`src/rtl/qed_dup_replay_if.sv`:
```
// Handshake bundle between the fetch mux (master) and the QED issue stage (slave).
interface qed_dup_replay_if;
  logic        in_valid;
  logic [31:0] in_instr;
  logic        in_ready;
  logic        out_valid;
  logic [31:0] out_instr;
  logic        out_is_dup;
  logic        out_ready;

  modport master (
    output in_valid, in_instr, out_ready,
    input  in_ready, out_valid, out_instr, out_is_dup
  );

  modport slave (
    input  in_valid, in_instr, out_ready,
    output in_ready, out_valid, out_instr, out_is_dup
  );
endinterface

```
`src/rtl/qed_dup_replay.sv`:
```
// Buffered SQED issue stage: passes originals through, records duplicable ones,
// then replays them as duplicates remapped to the upper register half and the
// tagged memory region.
module qed_dup_replay #(
  parameter int                   DEPTH     = 8,
  parameter int                   MEM_TAG_W = 2,
  parameter logic [MEM_TAG_W-1:0] MEM_TAG   = 2'b01,
  parameter logic [3:0]           CLASS_EN  = 4'b1111
) (
  input  logic                       clk,
  input  logic                       rst_n,
  input  logic                       ena,
  input  logic                       exec_dup,
  qed_dup_replay_if.slave            bus,
  output logic [$clog2(DEPTH+1)-1:0] buf_count,
  output logic                       orig_violation
);

  localparam int CW = $clog2(DEPTH + 1);
  localparam int PW = $clog2(DEPTH);
  localparam logic [CW-1:0] FULL = CW'(DEPTH);

  typedef enum logic [1:0] {IDLE, ORIG, REPLAY} state_t;

  state_t          state_q, state_d;
  logic            out_valid_q, out_valid_d;
  logic [31:0]     out_instr_q, out_instr_d;
  logic            out_is_dup_q, out_is_dup_d;
  logic [PW-1:0]   wr_ptr_q, wr_ptr_d;
  logic [PW-1:0]   rd_ptr_q, rd_ptr_d;
  logic [CW-1:0]   buf_count_q, buf_count_d;
  logic            orig_violation_q, orig_violation_d;
  logic            live_q, live_d;
  logic [31:0]     buf_q [DEPTH];
  logic [31:0]     buf_d [DEPTH];

  logic            slot_free;
  logic            in_ready;
  logic            accept;
  logic            push;
  logic            pop;
  logic            flush;
  logic [CW-1:0]   count_after_push;

  // x0 stays x0; every other register lands in the upper half x16..x31
  function automatic logic [4:0] map_reg(input logic [4:0] r);
    return (r == 5'd0) ? 5'd0 : {1'b1, r[3:0]};
  endfunction

  // bit0 I-ALU, bit1 LW, bit2 R, bit3 SW, masked by the class enables
  function automatic logic [3:0] dec_class(input logic [31:0] i);
    logic [3:0] c;
    c[0] = (i[6:0] == 7'b0010011);
    c[1] = (i[6:0] == 7'b0000011) && (i[14:12] == 3'b010);
    c[2] = (i[6:0] == 7'b0110011);
    c[3] = (i[6:0] == 7'b0100011) && (i[14:12] == 3'b010);
    return c & CLASS_EN;
  endfunction

  // An original touching x16..x31 would collide with its own duplicate
  function automatic logic uses_upper(input logic [31:0] i);
    logic [3:0] c;
    c = dec_class(i);
    return ((c[0] | c[1]) & (i[11] | i[19])) |
           (c[2] & (i[11] | i[19] | i[24])) |
           (c[3] & (i[19] | i[24]));
  endfunction

  // Build the duplicate: remap used registers, overwrite immediate MSBs with the tag
  function automatic logic [31:0] remap(input logic [31:0] i);
    logic [3:0]  c;
    logic [11:0] imm;
    logic [6:0]  imm_hi;
    logic [31:0] r;
    c      = dec_class(i);
    r      = i;
    imm    = i[31:20];
    imm_hi = i[31:25];
    imm[11 -: MEM_TAG_W]   = MEM_TAG;
    imm_hi[6 -: MEM_TAG_W] = MEM_TAG;
    if (c[0] | c[1]) begin
      r = {imm, map_reg(i[19:15]), i[14:12], map_reg(i[11:7]), i[6:0]};
    end else if (c[2]) begin
      r = {i[31:25], map_reg(i[24:20]), map_reg(i[19:15]), i[14:12],
           map_reg(i[11:7]), i[6:0]};
    end else if (c[3]) begin
      r = {imm_hi, map_reg(i[24:20]), map_reg(i[19:15]), i[14:12],
           i[11:7], i[6:0]};
    end
    return r;
  endfunction

  // Handshake qualification and next-state selection
  always_comb begin
    state_d   = state_q;
    in_ready  = 1'b0;
    pop       = 1'b0;
    slot_free = !out_valid_q || bus.out_ready;
    case (state_q)
      IDLE:    in_ready = live_q && slot_free;
      ORIG:    in_ready = live_q && slot_free && (buf_count_q != FULL);
      REPLAY:  pop      = slot_free && (buf_count_q != '0);
      default: in_ready = 1'b0;
    endcase
    accept           = bus.in_valid && in_ready;
    push             = accept && (state_q == ORIG) && (dec_class(bus.in_instr) != 4'b0000);
    flush            = (state_q == ORIG) && !ena;
    count_after_push = buf_count_q + CW'(push);
    case (state_q)
      IDLE: begin
        if (ena) state_d = ORIG;
      end
      ORIG: begin
        if (!ena) begin
          state_d = IDLE;
        end else if ((exec_dup && (count_after_push != '0)) || (count_after_push == FULL)) begin
          state_d = REPLAY;
        end
      end
      REPLAY: begin
        if ((buf_count_q == '0) || (pop && (buf_count_q == CW'(1)))) begin
          state_d = ena ? ORIG : IDLE;
        end
      end
      default: state_d = IDLE;
    endcase
  end

  // Output register, buffer storage, pointers and sticky violation flag
  always_comb begin
    out_valid_d      = out_valid_q;
    out_instr_d      = out_instr_q;
    out_is_dup_d     = out_is_dup_q;
    wr_ptr_d         = wr_ptr_q;
    rd_ptr_d         = rd_ptr_q;
    buf_count_d      = buf_count_q;
    orig_violation_d = orig_violation_q;
    buf_d            = buf_q;
    live_d           = 1'b1;
    if (accept) begin
      out_valid_d  = 1'b1;
      out_instr_d  = bus.in_instr;
      out_is_dup_d = 1'b0;
    end else if (pop) begin
      out_valid_d  = 1'b1;
      out_instr_d  = remap(buf_q[rd_ptr_q]);
      out_is_dup_d = 1'b1;
    end else if (slot_free) begin
      out_valid_d  = 1'b0;
    end
    if (push) begin
      buf_d[wr_ptr_q] = bus.in_instr;
      wr_ptr_d        = wr_ptr_q + PW'(1);
      buf_count_d     = buf_count_q + CW'(1);
      if (uses_upper(bus.in_instr)) orig_violation_d = 1'b1;
    end
    if (pop) begin
      rd_ptr_d    = rd_ptr_q + PW'(1);
      buf_count_d = buf_count_q - CW'(1);
    end
    if (flush) begin
      wr_ptr_d    = '0;
      rd_ptr_d    = '0;
      buf_count_d = '0;
    end
  end

  // State registers with asynchronous active-low reset
  always_ff @(posedge clk or negedge rst_n) begin
    if (!rst_n) begin
      state_q          <= IDLE;
      out_valid_q      <= 1'b0;
      out_instr_q      <= '0;
      out_is_dup_q     <= 1'b0;
      wr_ptr_q         <= '0;
      rd_ptr_q         <= '0;
      buf_count_q      <= '0;
      orig_violation_q <= 1'b0;
      live_q           <= 1'b0;
      for (int k = 0; k < DEPTH; k++) buf_q[k] <= '0;
    end else begin
      state_q          <= state_d;
      out_valid_q      <= out_valid_d;
      out_instr_q      <= out_instr_d;
      out_is_dup_q     <= out_is_dup_d;
      wr_ptr_q         <= wr_ptr_d;
      rd_ptr_q         <= rd_ptr_d;
      buf_count_q      <= buf_count_d;
      orig_violation_q <= orig_violation_d;
      live_q           <= live_d;
      buf_q            <= buf_d;
    end
  end

  assign bus.in_ready    = in_ready;
  assign bus.out_valid   = out_valid_q;
  assign bus.out_instr   = out_instr_q;
  assign bus.out_is_dup  = out_is_dup_q;
  assign buf_count       = buf_count_q;
  assign orig_violation  = orig_violation_q;

endmodule

```
`src/flat_wrapper.sv`:
```
// flat-port wrapper written by rule: the top's interface ports become plain ports
module qed_dup_replay_flat 
#(
  parameter int                   DEPTH     = 8,
  parameter int                   MEM_TAG_W = 2,
  parameter logic [MEM_TAG_W-1:0] MEM_TAG   = 2'b01,
  parameter logic [3:0]           CLASS_EN  = 4'b1111
)
  (clk, rst_n, ena, exec_dup, buf_count, orig_violation, bus_in_valid, bus_in_instr, bus_out_ready, bus_in_ready, bus_out_valid, bus_out_instr, bus_out_is_dup);
  qed_dup_replay_if bus_i ();
  input  logic clk;
  input  logic rst_n;
  input  logic ena;
  input  logic exec_dup;
  output logic [$clog2(DEPTH+1)-1:0] buf_count;
  output logic orig_violation;
  input wire logic [$bits(bus_i.in_valid)-1:0] bus_in_valid;
  input wire logic [$bits(bus_i.in_instr)-1:0] bus_in_instr;
  input wire logic [$bits(bus_i.out_ready)-1:0] bus_out_ready;
  output wire logic [$bits(bus_i.in_ready)-1:0] bus_in_ready;
  output wire logic [$bits(bus_i.out_valid)-1:0] bus_out_valid;
  output wire logic [$bits(bus_i.out_instr)-1:0] bus_out_instr;
  output wire logic [$bits(bus_i.out_is_dup)-1:0] bus_out_is_dup;
  assign bus_i.in_valid = bus_in_valid;
  assign bus_i.in_instr = bus_in_instr;
  assign bus_i.out_ready = bus_out_ready;
  assign bus_in_ready = bus_i.in_ready;
  assign bus_out_valid = bus_i.out_valid;
  assign bus_out_instr = bus_i.out_instr;
  assign bus_out_is_dup = bus_i.out_is_dup;
  qed_dup_replay #(.DEPTH(DEPTH), .MEM_TAG_W(MEM_TAG_W), .MEM_TAG(MEM_TAG), .CLASS_EN(CLASS_EN)) u_core (.clk(clk), .rst_n(rst_n), .ena(ena), .exec_dup(exec_dup), .bus(bus_i), .buf_count(buf_count), .orig_violation(orig_violation));
endmodule
```
`config.mk`:
```
export PLATFORM = sky130hd
export DESIGN_NAME = qed_dup_replay_flat
export DESIGN_NICKNAME = d
export VERILOG_FILES = /design/src/rtl/qed_dup_replay_if.sv /design/src/rtl/qed_dup_replay.sv /design/src/flat_wrapper.sv
export SDC_FILE = /design/constraint.sdc
export NUM_CORES = 1
export LEC_CHECK = 0
export CAP_MARGIN = 40
export CORE_AREA = 8 8 202 300
export DETAILED_ROUTE_END_ITERATION = 10
export DIE_AREA = 0 0 210 308
export DONT_BUFFER_PORTS = 1
export PLACE_DENSITY_LB_ADDON = 0.15
export SLEW_MARGIN = 20
export SYNTH_ARGS = -nofsm -noshare
export SYNTH_HDL_FRONTEND = slang
export SYNTH_SLANG_ARGS = --single-unit
export TNS_END_PERCENT = 50
```
`constraint.sdc`:
```
create_clock -name clk -period 4.2 [get_ports clk]
set_clock_uncertainty 0.1 [all_clocks]
set_input_delay 0.63 -clock clk [delete_from_list [all_inputs] [get_ports clk]]
set_output_delay 0.63 -clock clk [all_outputs]
set_load 0.01 [all_outputs]
```
==> flow_metrics.env, run 1 <==
export IMPL_ys_dominant_reg_cell="sky130_fd_sc_hd__dfrtp_1"
export IMPL_post_syn_nets=979
export IMPL_antenna_found_initial=1
export IMPL_critPathMostFrequentCell="sky130_fd_sc_hd__ha_1"
export IMPL_synthArstFlopShare_pct=100
export IMPL_synth_xor_area_share_pct=0.443
export IMPL_power_ir_vdd_worst_mv=0.233
export IMPL_post_syn_area_per_cell_um2=14.8
export IMPL_worstPathMaxFanout=8
export IMPL_grt_start_max_net_pins=305
export IMPL_global_route_overflow_total=0
export IMPL_slowest_delay_ns=0.37
export IMPL_max_clock_path_buffers=3
export IMPL_synth_area_in_compound_gates_pct=4.17
export IMPL_drt_iter0_markers=410
export IMPL_fillerInstances=5700
export IMPL_areaGrowthSynthToFinish_pct=14.6
export IMPL_die_area_mm2=0.0647
export IMPL_initial_core_util_pct=24.6
export IMPL_portion_of_synthesized_cell_area_occupied_by_the_leading_cell_type_pct=54.9
export IMPL_hold_ws_ns=-0.277
export IMPL_cp_data_arrival_time_ns=3.73
export IMPL_yosys_warnings=0
export IMPL_finalWeightedCongestion=0.715
export IMPL_postSynthCellCount=934
export IMPL_power_leakage_nw=7.37
export IMPL_layout_drive_gt1_share_pct=35.9
export IMPL_ys_types=57
export IMPL_timing_reg2reg_setup_slack_ns=0.84
export IMPL_post_synth_fa_ha_maj_area_fraction_pct=0.633
export IMPL_synth_area_top_cells="sky130_fd_sc_hd__dfrtp_1 (55%), sky130_fd_sc_hd__mux2_2 (12%), sky130_fd_sc_hd__mux4_2 (8.9%), sky130_fd_sc_hd__mux2_1 (3.7%), sky130_fd_sc_hd__mux2_4 (2.7%)"
export IMPL_post_route_period_util_pct=80.1
export IMPL_fin_tns_setup_ns=0
export IMPL_regArea_mm2=0.00762
export IMPL_core_rowCount=107
export IMPL_finalCriticalPeriod_ns=3.36
export IMPL_core_area_mm2=0.0564
export IMPL_setup_worst_path_start_class="flip-flop"
export IMPL_criticalPathCategory="flip-flop to flip-flop"
export IMPL_cell_breakdown_of_the_critical_path="buf_4 -> inv_1 -> ha_1 -> nand4b_1 -> nand4_1 -> buf_4 -> nor4_1 -> ha_1 -> ha_1 -> nor3_1 -> mux2_2 -> o21ai_0 -> and3_1"
export IMPL_synth_top_area_cell="sky130_fd_sc_hd__dfrtp_1"
export IMPL_routed_wire_length_per_instance_um=23.4
export IMPL_routed_via_count=7794
export IMPL_critPathRequiredTime_ns=4.56
export IMPL_number_of_enable_type_register_cells_in_the_synthesized_netlist=0
export IMPL_multi_input_comb_area_mm2=0.00587
export IMPL_detail_route_vias_per_cell=4.52
export IMPL_grt_setup_unrepaired="no"
export IMPL_final_count_of_pins_violating_max_slew=0
export IMPL_cts_clk_slew_worst_paths_ns=0.06
export IMPL_postSynthRegisterBits=304
export IMPL_drt_antenna_violating_nets=0
export IMPL_layout_nets=979
export IMPL_grt_pass1_wl_um=61000
export IMPL_die_h_um=308
export IMPL_endpoint_kind="flip-flop"
export IMPL_tritoncts_num_buffers=35
export IMPL_fp_dieW_um=210
export IMPL_timing_hold_worst_class="input pin to async pin"
export IMPL_dominant_combinational_cell_family_by_area_after_synthesis="multiplexers"
export IMPL_drt_wl_total_um=40400
export IMPL_max_cap_viol_count=0
export IMPL_clock_fmax_mhz=297
export IMPL_p_per_area_mw_per_mm2=476
export IMPL_tightest_slew_ns=0.798
export IMPL_finalHoldViolCount=304
export IMPL_grt_pass1_vias=8598
export IMPL_number_of_buffers_inserted_by_port_buffering=0
export IMPL_yosys_top_cells_count="sky130_fd_sc_hd__dfrtp_1 (304), sky130_fd_sc_hd__mux2_2 (152), sky130_fd_sc_hd__mux4_2 (55)"
export IMPL_critPathSlowestCell="sky130_fd_sc_hd__mux2_2"
export IMPL_final_cells=1723
export IMPL_place_detailed_hpwl_um=25400
export IMPL_setup_viol=0
export IMPL_clock_insertion_delay_at_the_later_pin_of_the_skew_report_ns=0.53
export IMPL_synth_simple_area_share_pct=5.83
export IMPL_part_of_the_yosys_area_used_for_sequential_elements_pct=54.9
export IMPL_post_place_cells=1660
export IMPL_post_cts_repair_setup_buffers=0
export IMPL_clock_tree_root_cell="sky130_fd_sc_hd__clkbuf_16"
export IMPL_drc=0
export IMPL_global_route_usage_total_pct=12.7
export IMPL_cts_tree="yes"
export IMPL_violations_in_the_final_reports="hold timing"
export IMPL_slew_headroom_pct=46.8
export IMPL_synth_area_mux_share_pct=31.0
export IMPL_cts_sinks=304
export IMPL_dr_pass1_iters=4
export IMPL_post_synth_top_count_cell="sky130_fd_sc_hd__dfrtp_1"
export IMPL_boundaryPins=78
export IMPL_syn_area_mm2=0.0138
export IMPL_status="complete, but fails checks"
export IMPL_htreeDepth=2
state kept, by name, summed over array words and instances (netlist names):
signal	cells
u_core.buf_count	4
u_core.bus.out_valid	1
u_core.buf_q	256
u_core.bus.out_is_dup	1
u_core.orig_violation	1
u_core.rd_ptr_q	3
u_core.state_q	2
u_core.bus.out_instr	32
u_core.wr_ptr_q	3
u_core.live_q	1
logic make-up after synthesis:
family	count (synthesis)
AOI/OAI and AO/OA	84
xor gates and xnor gates	7
adders and majority gates	7
buffers and inverters	72
DFF	304
muxes	311
other	1
and+or+nand+nor	148
through the flow:
step / setup slack (ns) / total power [mW] / util (%) / cell area (µm²)
global route: 0.637 / 7.93 / 28.1 / 15900
detailed placement: 0.845 / 4.61 / 26.1 / 14700
global placement: 0.896 / 4.61 / 26.1 / 14700
floorplan: 1.32 / 4.18 / - / 13800
finish: 0.836 / 7.55 / 28.1 / 15900
CTS: 0.828 / 7.72 / 28.1 / 15900
layout make-up:
cell class,count,area share (%)
antenna,2,0.0316
timing repair buffer,32,1.75
clock inverter,11,0.600
clock buffer,50,6.52
tap,763,6.02
sequential,304,48.0
multi-input combinational,558,37.0
inverter,3,0.0710
per-layer routing:
| metal | up-vias | track usage (%) | part of all wire, % |
|---|---|---|---|
| met5 | - | 0 | 0 |
| met4 | 0 | 4.04 | 2.3 |
| met3 | 47 | 3.19 | 5.4 |
| met2 | 144 | 21.7 | 50 |
| met1 | 4163 | 15.5 | 42 |
| li1 | 3440 | - | - |
worst max-delay path, delay by kind of cell (launching register included):
kind | cells | cell delay, ns
adders and majority gates | 3 | 0.77
muxes | 1 | 0.37
AOI/OAI and AO/OA | 1 | 0.13
and+or+nand+nor | 5 | 1.10
DFF | 1 | 0.32
buffers and inverters | 3 | 0.52
path summary, 6_finish.rpt:
| path | start | to | cells past startpoint |
|---|---|---|---|
| setup / recovery | u_core.buf_count[0]$_DFFE_PN0P_ | u_core.state_q[0]$_DFFE_PN0P_ | 13 |
| max in group asynchronous | rst_n | u_core.rd_ptr_q[0]$_DFFE_PN0P_ | 0 |
| hold / removal | rst_n | u_core.buf_q[104]$_DFFE_PN0P_ | 0 |
| setup reg to reg | u_core.buf_count[0]$_DFFE_PN0P_ | u_core.state_q[0]$_DFFE_PN0P_ | 13 |
| hold reg to reg | u_core.buf_q[193]$_DFFE_PN0P_ | u_core.buf_q[193]$_DFFE_PN0P_ | 1 |
| min in group clk | bus_in_instr[8] | u_core.bus.out_instr[8]$_DFFE_PN0P_ | 2 |
timing repair:
action                                  CTS  global route
endpoints found under the setup margin    0             0
gates resized for setup                   0             0
hold endpoints to repair                304           304
power by group:
part	internal (mW)	switching (mW)	total [mW]
logic	0.449	0.519	0.969
clock network	1.78	1.27	3.05
registers	3.14	0.395	3.53
total	5.36	2.18	7.55
layout by cell type (no fill, tap or decap), drive strengths merged, types with 3 or more instances in the layout:
master / netlist / final
xnor2: 3 / 3
o221ai: 3 / 3
buf: 52 / 32
nand4: 4 / 4
nand2: 38 / 38
a21oi: 6 / 6
nor2: 20 / 20
mux4: 62 / 62
or4: 5 / 5
nor4: 3 / 3
clkbuf: 17 / 50
or2: 6 / 6
clkinv: 0 / 9
nor3: 6 / 6
ha: 7 / 7
nor2b: 13 / 13
o21ai: 30 / 30
mux2: 223 / 223
inv: 3 / 4
mux2i: 26 / 26
dfrtp: 304 / 304
nand3: 12 / 12
a21o: 3 / 3
a211oi: 5 / 5
a22oi: 24 / 24
xor2: 4 / 4
nand2b: 15 / 15
and2: 15 / 15
No activity file was read; power rests on OpenSTA's default activity.
==> run 2: changes to the inputs <==
clock period = 2.75 ns   (was 4.2 ns; I/O delays follow)
==> run 2 against run 1 <==
Compared with the run above:
- the flow still finishes with violations (hold timing)
- core utilization increased by 1.4 points
- clock-buffer cell count increased by 1
- via count up 3.0%
- non-clock buffer count rose by 69
- critical path type unchanged
- critical endpoint is now u_core.buf_q[206]$_DFFE_PN0P_
==> flow_metrics.env, run 2 (synthesized netlist as in run 1, its figures left out) <==
export IMPL_p_per_area_mw_per_mm2=699
export IMPL_power_leakage_nw=7.73
export IMPL_clock_insertion_delay_at_the_later_pin_of_the_skew_report_ns=0.52
export IMPL_grt_pass1_wl_um=62100
export IMPL_rr_worst_depth=9
export IMPL_die_h_um=308
export IMPL_cp_data_arrival_time_ns=2.93
export IMPL_power_ir_vdd_worst_mv=0.369
export IMPL_core_area_mm2=0.0564
export IMPL_timing_reg2reg_setup_slack_ns=0.11
export IMPL_htreeDepth=2
export IMPL_antenna_found_initial=8
export IMPL_finalWeightedCongestion=0.695
export IMPL_cts_clk_slew_worst_paths_ns=0.06
export IMPL_violations_in_the_final_reports="hold timing"
export IMPL_largest_register_ffs=256
export IMPL_tritoncts_num_buffers=35
export IMPL_slew_headroom_pct=4.36
export IMPL_global_route_overflow_total=0
export IMPL_timing_hold_worst_class="input pin to async pin"
export IMPL_detail_route_vias_per_cell=4.48
export IMPL_place_worst_setup_slack_ns=-0.0524
export IMPL_drt_wl_total_um=41900
export IMPL_setup_viol=0
export IMPL_reg2reg_from="u_core.buf_count[0]$_DFFE_PN0P_"
export IMPL_cts_hold_repair_buffers=33
export IMPL_place_detailed_hpwl_um=25600
export IMPL_tightest_slew_ns=1.43
export IMPL_drt_iter0_markers=508
export IMPL_post_route_period_util_pct=95.8
export IMPL_worstPathMaxFanout=33
export IMPL_registers_top_by_ff_count="u_core.buf_q"
export IMPL_initial_core_util_pct=24.6
export IMPL_clock_fmax_mhz=379
export IMPL_dr_pass1_iters=4
export IMPL_core_rowCount=107
export IMPL_drc=0
export IMPL_max_clock_path_buffers=3
export IMPL_grt_setup_unrepaired="yes"
export IMPL_status="complete, but fails checks"
export IMPL_drt_antenna_violating_nets=0
export IMPL_finish_utilization_pct=29.6
export IMPL_fillerInstances=5647
export IMPL_clock_tree_root_cell="sky130_fd_sc_hd__clkbuf_16"
export IMPL_max_cap_viol_count=0
export IMPL_grt_start_max_net_pins=305
export IMPL_number_of_buffers_inserted_by_port_buffering=0
export IMPL_multi_input_comb_area_mm2=0.00591
export IMPL_hold_ws_ns=-0.470
export IMPL_most_common_layout_cells="sky130_fd_sc_hd__dfrtp_1 (299), sky130_fd_sc_hd__mux2_2 (151), sky130_fd_sc_hd__mux4_2 (55)"
export IMPL_timing_critical_path_from="u_core.buf_count[0]$_DFFE_PN0P_"
export IMPL_cts_tree="yes"
export IMPL_fp_dieW_um=210
export IMPL_critPathRequiredTime_ns=3.05
export IMPL_layout_drive_gt1_share_pct=37.1
export IMPL_finalHoldViolCount=304
export IMPL_boundaryPins=78
export IMPL_finalCriticalPeriod_ns=2.64
export IMPL_areaGrowthSynthToFinish_pct=20.5
export IMPL_setup_worst_path_start_class="flip-flop"
export IMPL_worst_reg2reg_endpoint="u_core.buf_q[206]$_DFFE_PN0P_"
export IMPL_cts_sinks=304
export IMPL_criticalPathCategory="flip-flop to flip-flop"
export IMPL_fin_ws_ns=0.115
export IMPL_routed_via_count=8028
export IMPL_grt_pass1_vias=8792
export IMPL_routed_wire_length_per_instance_um=23.4
export IMPL_endpoint_kind="flip-flop"
export IMPL_layout_commonest_cell="sky130_fd_sc_hd__dfrtp_1"
export IMPL_layout_nets=1048
export IMPL_regArea_mm2=0.00762
export IMPL_global_route_usage_total_pct=13.0
export IMPL_final_count_of_pins_violating_max_slew=0
export IMPL_die_area_mm2=0.0647
[run 2: changes by cell type in the layout (fill, tap and decap cells not counted), moves of 3 or more]
cell                            change
sky130_fd_sc_hd__diode_2            +3
sky130_fd_sc_hd__buf_12            +17
sky130_fd_sc_hd__clkinv_2           -5
sky130_fd_sc_hd__clkbuf_1           +4
sky130_fd_sc_hd__dlygate4sd3_1     +33
sky130_fd_sc_hd__buf_4             +17
[run 2: worst max-delay path, cell delays in order, from the launching register on]
cell and delay, ns:
sky130_fd_sc_hd__dfrtp_2 0.35, sky130_fd_sc_hd__inv_1 0.06, sky130_fd_sc_hd__ha_2 0.18, sky130_fd_sc_hd__nand4b_1 0.14, sky130_fd_sc_hd__nand4_1 0.10, sky130_fd_sc_hd__buf_4 0.17, sky130_fd_sc_hd__buf_6 0.13, sky130_fd_sc_hd__or4_2 0.68
sky130_fd_sc_hd__buf_12 0.24, sky130_fd_sc_hd__mux2_1 0.33
[run 2: worst max-delay path by stage]
stage | endpoint | depth (start not counted)
2_1_floorplan | u_core.state_q[0]$_DFFE_PN0P_ | 12
3_3_place_gp | u_core.buf_q[73]$_DFFE_PN0P_ | 7
3_5_place_dp | u_core.buf_q[72]$_DFFE_PN0P_ | 7
4_1_cts | u_core.state_q[0]$_DFFE_PN0P_ | 11
5_1_grt | u_core.buf_q[203]$_DFFE_PN0P_ | 9
6_report | u_core.buf_q[206]$_DFFE_PN0P_ | 9
[run 2: power by group]
group,switching [mW],internal (mW),leakage (nW)
clock network,1.86,2.60,0.521
logic,1.10,0.876,3.03
registers,0.429,4.80,4.18
[run 2: what timing repair did]
action,4_1_cts,5_1_grt
setup endpoints to repair,3,106
resized for setup,2,6
gates cloned,0,1
endpoints found under the hold margin,551,304
setup buffers,0,1
pin swaps,2,4
[run 2: area by class of cell]
cell class	count	share of cell area [%]
tap	763	5.72
clock buffer	51	5.97
antenna	5	0.0750
clock inverter	6	0.375
timing repair buffer	101	6.67
multi-input combinational	558	35.4
sequential	304	45.7
inverter	3	0.0675
[run 2: metal layers]
layer	global-route usage (%)	vias up	share of wire [%]
met1	16.1	4259	42
met4	3.50	2	1.8
li1	-	3586	-
met2	22.1	137	50
met3	3.47	44	5.7
met5	0	-	0.031
[run 2: stage by stage]
step           area [µm²]  setup TNS, ns  power, mW  cells
6_report            16700              0       11.7   1791
5_1_grt             16700              0       12.3   1789
4_1_cts             16600              0       11.9   1783
3_5_place_dp        15200         -0.588       7.23   1693
3_3_place_gp        15200          -1.08       7.23   1693
2_1_floorplan       13900              0       6.40    934
==> run 3: changes to the inputs <==
ABC_AREA = 1   (was not set)
CORE_AREA = 8 8 203 301   (was 8 8 202 300)
DIE_AREA = 0 0 211 309   (was 0 0 210 308)
PLACE_DENSITY = 0.41   (was not set)
PLACE_DENSITY_LB_ADDON = not set   (was 0.15)
==> run 3 against run 2 <==
Compared with the run above:
- the flow still finishes with violations (hold timing)
- core utilization down 0.99 points
- final area decreased by 2.9%
- combinational power rose by 97%
- cell count increased by 37%
==> flow_metrics.env, run 3 <==
export IMPL_cts_tree="yes"
export IMPL_core_rowCount=107
export IMPL_reg2reg_from="u_core.buf_count[0]$_DFFE_PN0P_"
export IMPL_clock_tree_root_cell="sky130_fd_sc_hd__clkbuf_16"
export IMPL_global_route_overflow_total=0
export IMPL_fp_dieW_um=211
export IMPL_clock_fmax_mhz=400
export IMPL_synthArstFlopShare_pct=100
export IMPL_setup_worst_path_start_class="input pin"
export IMPL_most_common_layout_cells="sky130_fd_sc_hd__nand2_1 (482), sky130_fd_sc_hd__dfrtp_1 (301), sky130_fd_sc_hd__o21ai_0 (261)"
export IMPL_ys_types=45
export IMPL_regArea_mm2=0.00761
export IMPL_postSynthRegisterBits=304
export IMPL_cts_hold_repair_buffers=11
export IMPL_dr_pass1_iters=5
export IMPL_post_cts_repair_setup_buffers=0
export IMPL_postSynthCellCount=1685
export IMPL_drt_iter0_markers=877
export IMPL_timing_reg2reg_setup_slack_ns=0.26
export IMPL_ys_dominant_reg_cell="sky130_fd_sc_hd__dfrtp_1"
export IMPL_initial_core_util_pct=24.7
export IMPL_critical_path_buf_inv_count=4
export IMPL_cts_clk_slew_worst_paths_ns=0.07
export IMPL_critPathSlowestCell="sky130_fd_sc_hd__dlygate4sd3_1"
export IMPL_fillerInstances=6028
export IMPL_rr_worst_depth=15
export IMPL_global_route_usage_total_pct=14.1
export IMPL_power_ir_vdd_worst_mv=0.507
export IMPL_part_of_the_yosys_area_used_for_sequential_elements_pct=54.3
export IMPL_registers_top_by_ff_count="u_core.buf_q"
export IMPL_finalWeightedCongestion=0.790
export IMPL_routed_wire_length_per_instance_um=18.6
export IMPL_layout_commonest_cell="sky130_fd_sc_hd__nand2_1"
export IMPL_antennaDiodeCount=0
export IMPL_yosys_warnings=0
export IMPL_grt_pass1_wl_um=70700
export IMPL_cp_data_arrival_time_ns=2.84
export IMPL_slowest_delay_ns=0.54
export IMPL_final_count_of_pins_violating_max_slew=0
export IMPL_cell_breakdown_of_the_critical_path="dlygate4sd3_1 -> inv_1 -> nand4_4 -> nor3b_2 -> nor2_1 -> nand2_1 -> buf_12 -> nand2_4 -> inv_1 -> ha_1 -> ha_1 -> nor2_1 -> nand2_1 -> nor2_1 -> a211oi_1 -> a211oi_1 -> nor2_1"
export IMPL_syn_area_mm2=0.0140
export IMPL_tightest_slew_ns=0.816
export IMPL_largest_register_ffs=256
export IMPL_p_per_area_mw_per_mm2=819
export IMPL_areaGrowthSynthToFinish_pct=15.7
export IMPL_post_syn_area_per_cell_um2=8.31
export IMPL_grt_setup_unrepaired="no"
export IMPL_post_route_period_util_pct=90.8
export IMPL_die_area_mm2=0.0652
export IMPL_hold_ws_ns=-0.544
export IMPL_clock_insertion_delay_at_the_later_pin_of_the_skew_report_ns=0.57
export IMPL_routed_via_count=11200
export IMPL_portion_of_synthesized_cell_area_occupied_by_the_leading_cell_type_pct=54.3
export IMPL_timing_hold_worst_class="input pin to async pin"
export IMPL_place_detailed_hpwl_um=28300
export IMPL_slew_headroom_pct=45.6
export IMPL_status="complete, but fails checks"
export IMPL_finalHoldViolCount=304
export IMPL_number_of_enable_type_register_cells_in_the_synthesized_netlist=0
export IMPL_layout_nets=1724
export IMPL_critPathTopFamily="simple AND/OR/NAND/NOR gates"
export IMPL_synth_area_top_cells="sky130_fd_sc_hd__dfrtp_1 (54%), sky130_fd_sc_hd__nand2_1 (13%), sky130_fd_sc_hd__o21ai_0 (9.4%), sky130_fd_sc_hd__nor2_1 (3.7%), sky130_fd_sc_hd__inv_1 (3.5%)"
export IMPL_worst_reg2reg_endpoint="u_core.bus.out_instr[30]$_DFFE_PN0P_"
export IMPL_synth_top_area_cell="sky130_fd_sc_hd__dfrtp_1"
export IMPL_drt_wl_total_um=45900
export IMPL_layout_drive_gt1_share_pct=8.83
export IMPL_core_area_mm2=0.0566
export IMPL_cts_sinks=304
export IMPL_post_syn_nets=1730
export IMPL_die_h_um=309
export IMPL_worstPathMaxFanout=3
export IMPL_fin_ws_ns=0.252
export IMPL_max_cap_viol_count=0
export IMPL_criticalPathCategory="input pin to flip-flop"
export IMPL_drc=0
export IMPL_max_clock_path_buffers=3
export IMPL_multi_input_comb_area_mm2=0.00535
export IMPL_number_of_buffers_inserted_by_port_buffering=0
export IMPL_boundaryPins=78
export IMPL_power_leakage_nw=7.61
export IMPL_grt_start_max_net_pins=305
export IMPL_finalCriticalPeriod_ns=2.50
export IMPL_htreeDepth=1
export IMPL_drt_antenna_violating_nets=0
export IMPL_critPathRequiredTime_ns=3.09
export IMPL_post_synth_top_count_cell="sky130_fd_sc_hd__nand2_1"
export IMPL_place_worst_setup_slack_ns=0.151
export IMPL_antenna_found_initial=0
export IMPL_endpoint_kind="flip-flop"
export IMPL_fin_tns_setup_ns=0
export IMPL_yosys_top_cells_count="sky130_fd_sc_hd__nand2_1 (482), sky130_fd_sc_hd__dfrtp_1 (304), sky130_fd_sc_hd__o21ai_0 (262)"
export IMPL_critPathMostFrequentCell="sky130_fd_sc_hd__nor2_1"
export IMPL_tritoncts_num_buffers=30
export IMPL_setup_viol=0
export IMPL_detail_route_vias_per_cell=4.54
export IMPL_grt_pass1_vias=11300
export IMPL_violations_in_the_final_reports="hold timing"
## run 3: metal layers
layer / track usage (%) / wire, µm
met1: 16.9 / 19300
met5: 0 / 0
met4: 6.43 / 2040
met3: 2.22 / 1930
met2: 24.3 / 22600
## run 3: power by group
group / internal [mW] / total, mW / switching, mW
clock network: 2.38 / 4.16 / 1.78
registers: 4.79 / 5.22 / 0.428
logic: 1.28 / 3.89 / 2.62
total: 8.44 / 13.3 / 4.83
## run 3: final cells by class
type | instances | share of cell area (%)
Inverter | 137 | 3.18
Tap cell | 763 | 5.90
Clock buffer | 45 | 5.67
Sequential cell | 304 | 47.0
Multi-Input combinational cell | 1135 | 33.0
Clock inverter | 6 | 0.379
Timing Repair Buffer | 71 | 4.85
## run 3: through the flow
stage / cells / power, mW / cell area, µm² / util [%]
3_5_place_dp: 2399 / 9.24 / 15100 / 26.6
4_1_cts: 2461 / 13.5 / 16200 / 28.5
2_1_floorplan: 1685 / 7.65 / 14000 / -
6_report: 2461 / 13.3 / 16200 / 28.6
3_3_place_gp: 2399 / 9.23 / 15100 / 26.6
5_1_grt: 2461 / 14.1 / 16200 / 28.6
## run 3: what timing repair did
action                                  4_1_cts  5_1_grt
endpoints found under the setup margin        0       11
resized for setup                             0        9
hold endpoints to repair                    315      304
## run 3: worst register-to-register path, delay by kind of cell, from the launching register on
family / cells / cell delay (ns)
flops: 1 / 0.39
simple gates: 7 / 0.75
fa+ha+maj: 1 / 0.15
compound gates: 1 / 0.07
buf+inv: 6 / 1.00
## run 3: cell families after synthesis
kind of cell,count (synthesis),share of synthesized area (%)
adder cells (fa/ha/maj),7,0.626
flip-flops,304,54.3
AO/OA/AOI/OAI,410,16.4
AND/OR/NAND/NOR,713,20.7
other,1,0.0268
XOR/XNOR,4,0.250
buffers and inverters,246,7.71
## run 3: worst max-delay path by stage
stage	start	slack [ns]	endpoint	depth (start not counted)
after floorplan	u_core.buf_count[0]$_DFFE_PN0P_	0.06	u_core.state_q[0]$_DFFE_PN0P_	18
after global placement	u_core.buf_count[0]$_DFFE_PN0P_	0.16	u_core.bus.out_instr[30]$_DFFE_PN0P_	15
after detailed placement	u_core.buf_count[1]$_DFFE_PN0P_	0.15	u_core.bus.out_instr[30]$_DFFE_PN0P_	15
after CTS	u_core.buf_count[1]$_DFFE_PN0P_	0.12	u_core.bus.out_instr[30]$_DFFE_PN0P_	15
after global routing	u_core.buf_count[0]$_DFFE_PN0P_	0.001	u_core.state_q[0]$_DFFE_PN0P_	18
final	bus_in_instr[3]	0.25	u_core.state_q[0]$_DFFE_PN0P_	17
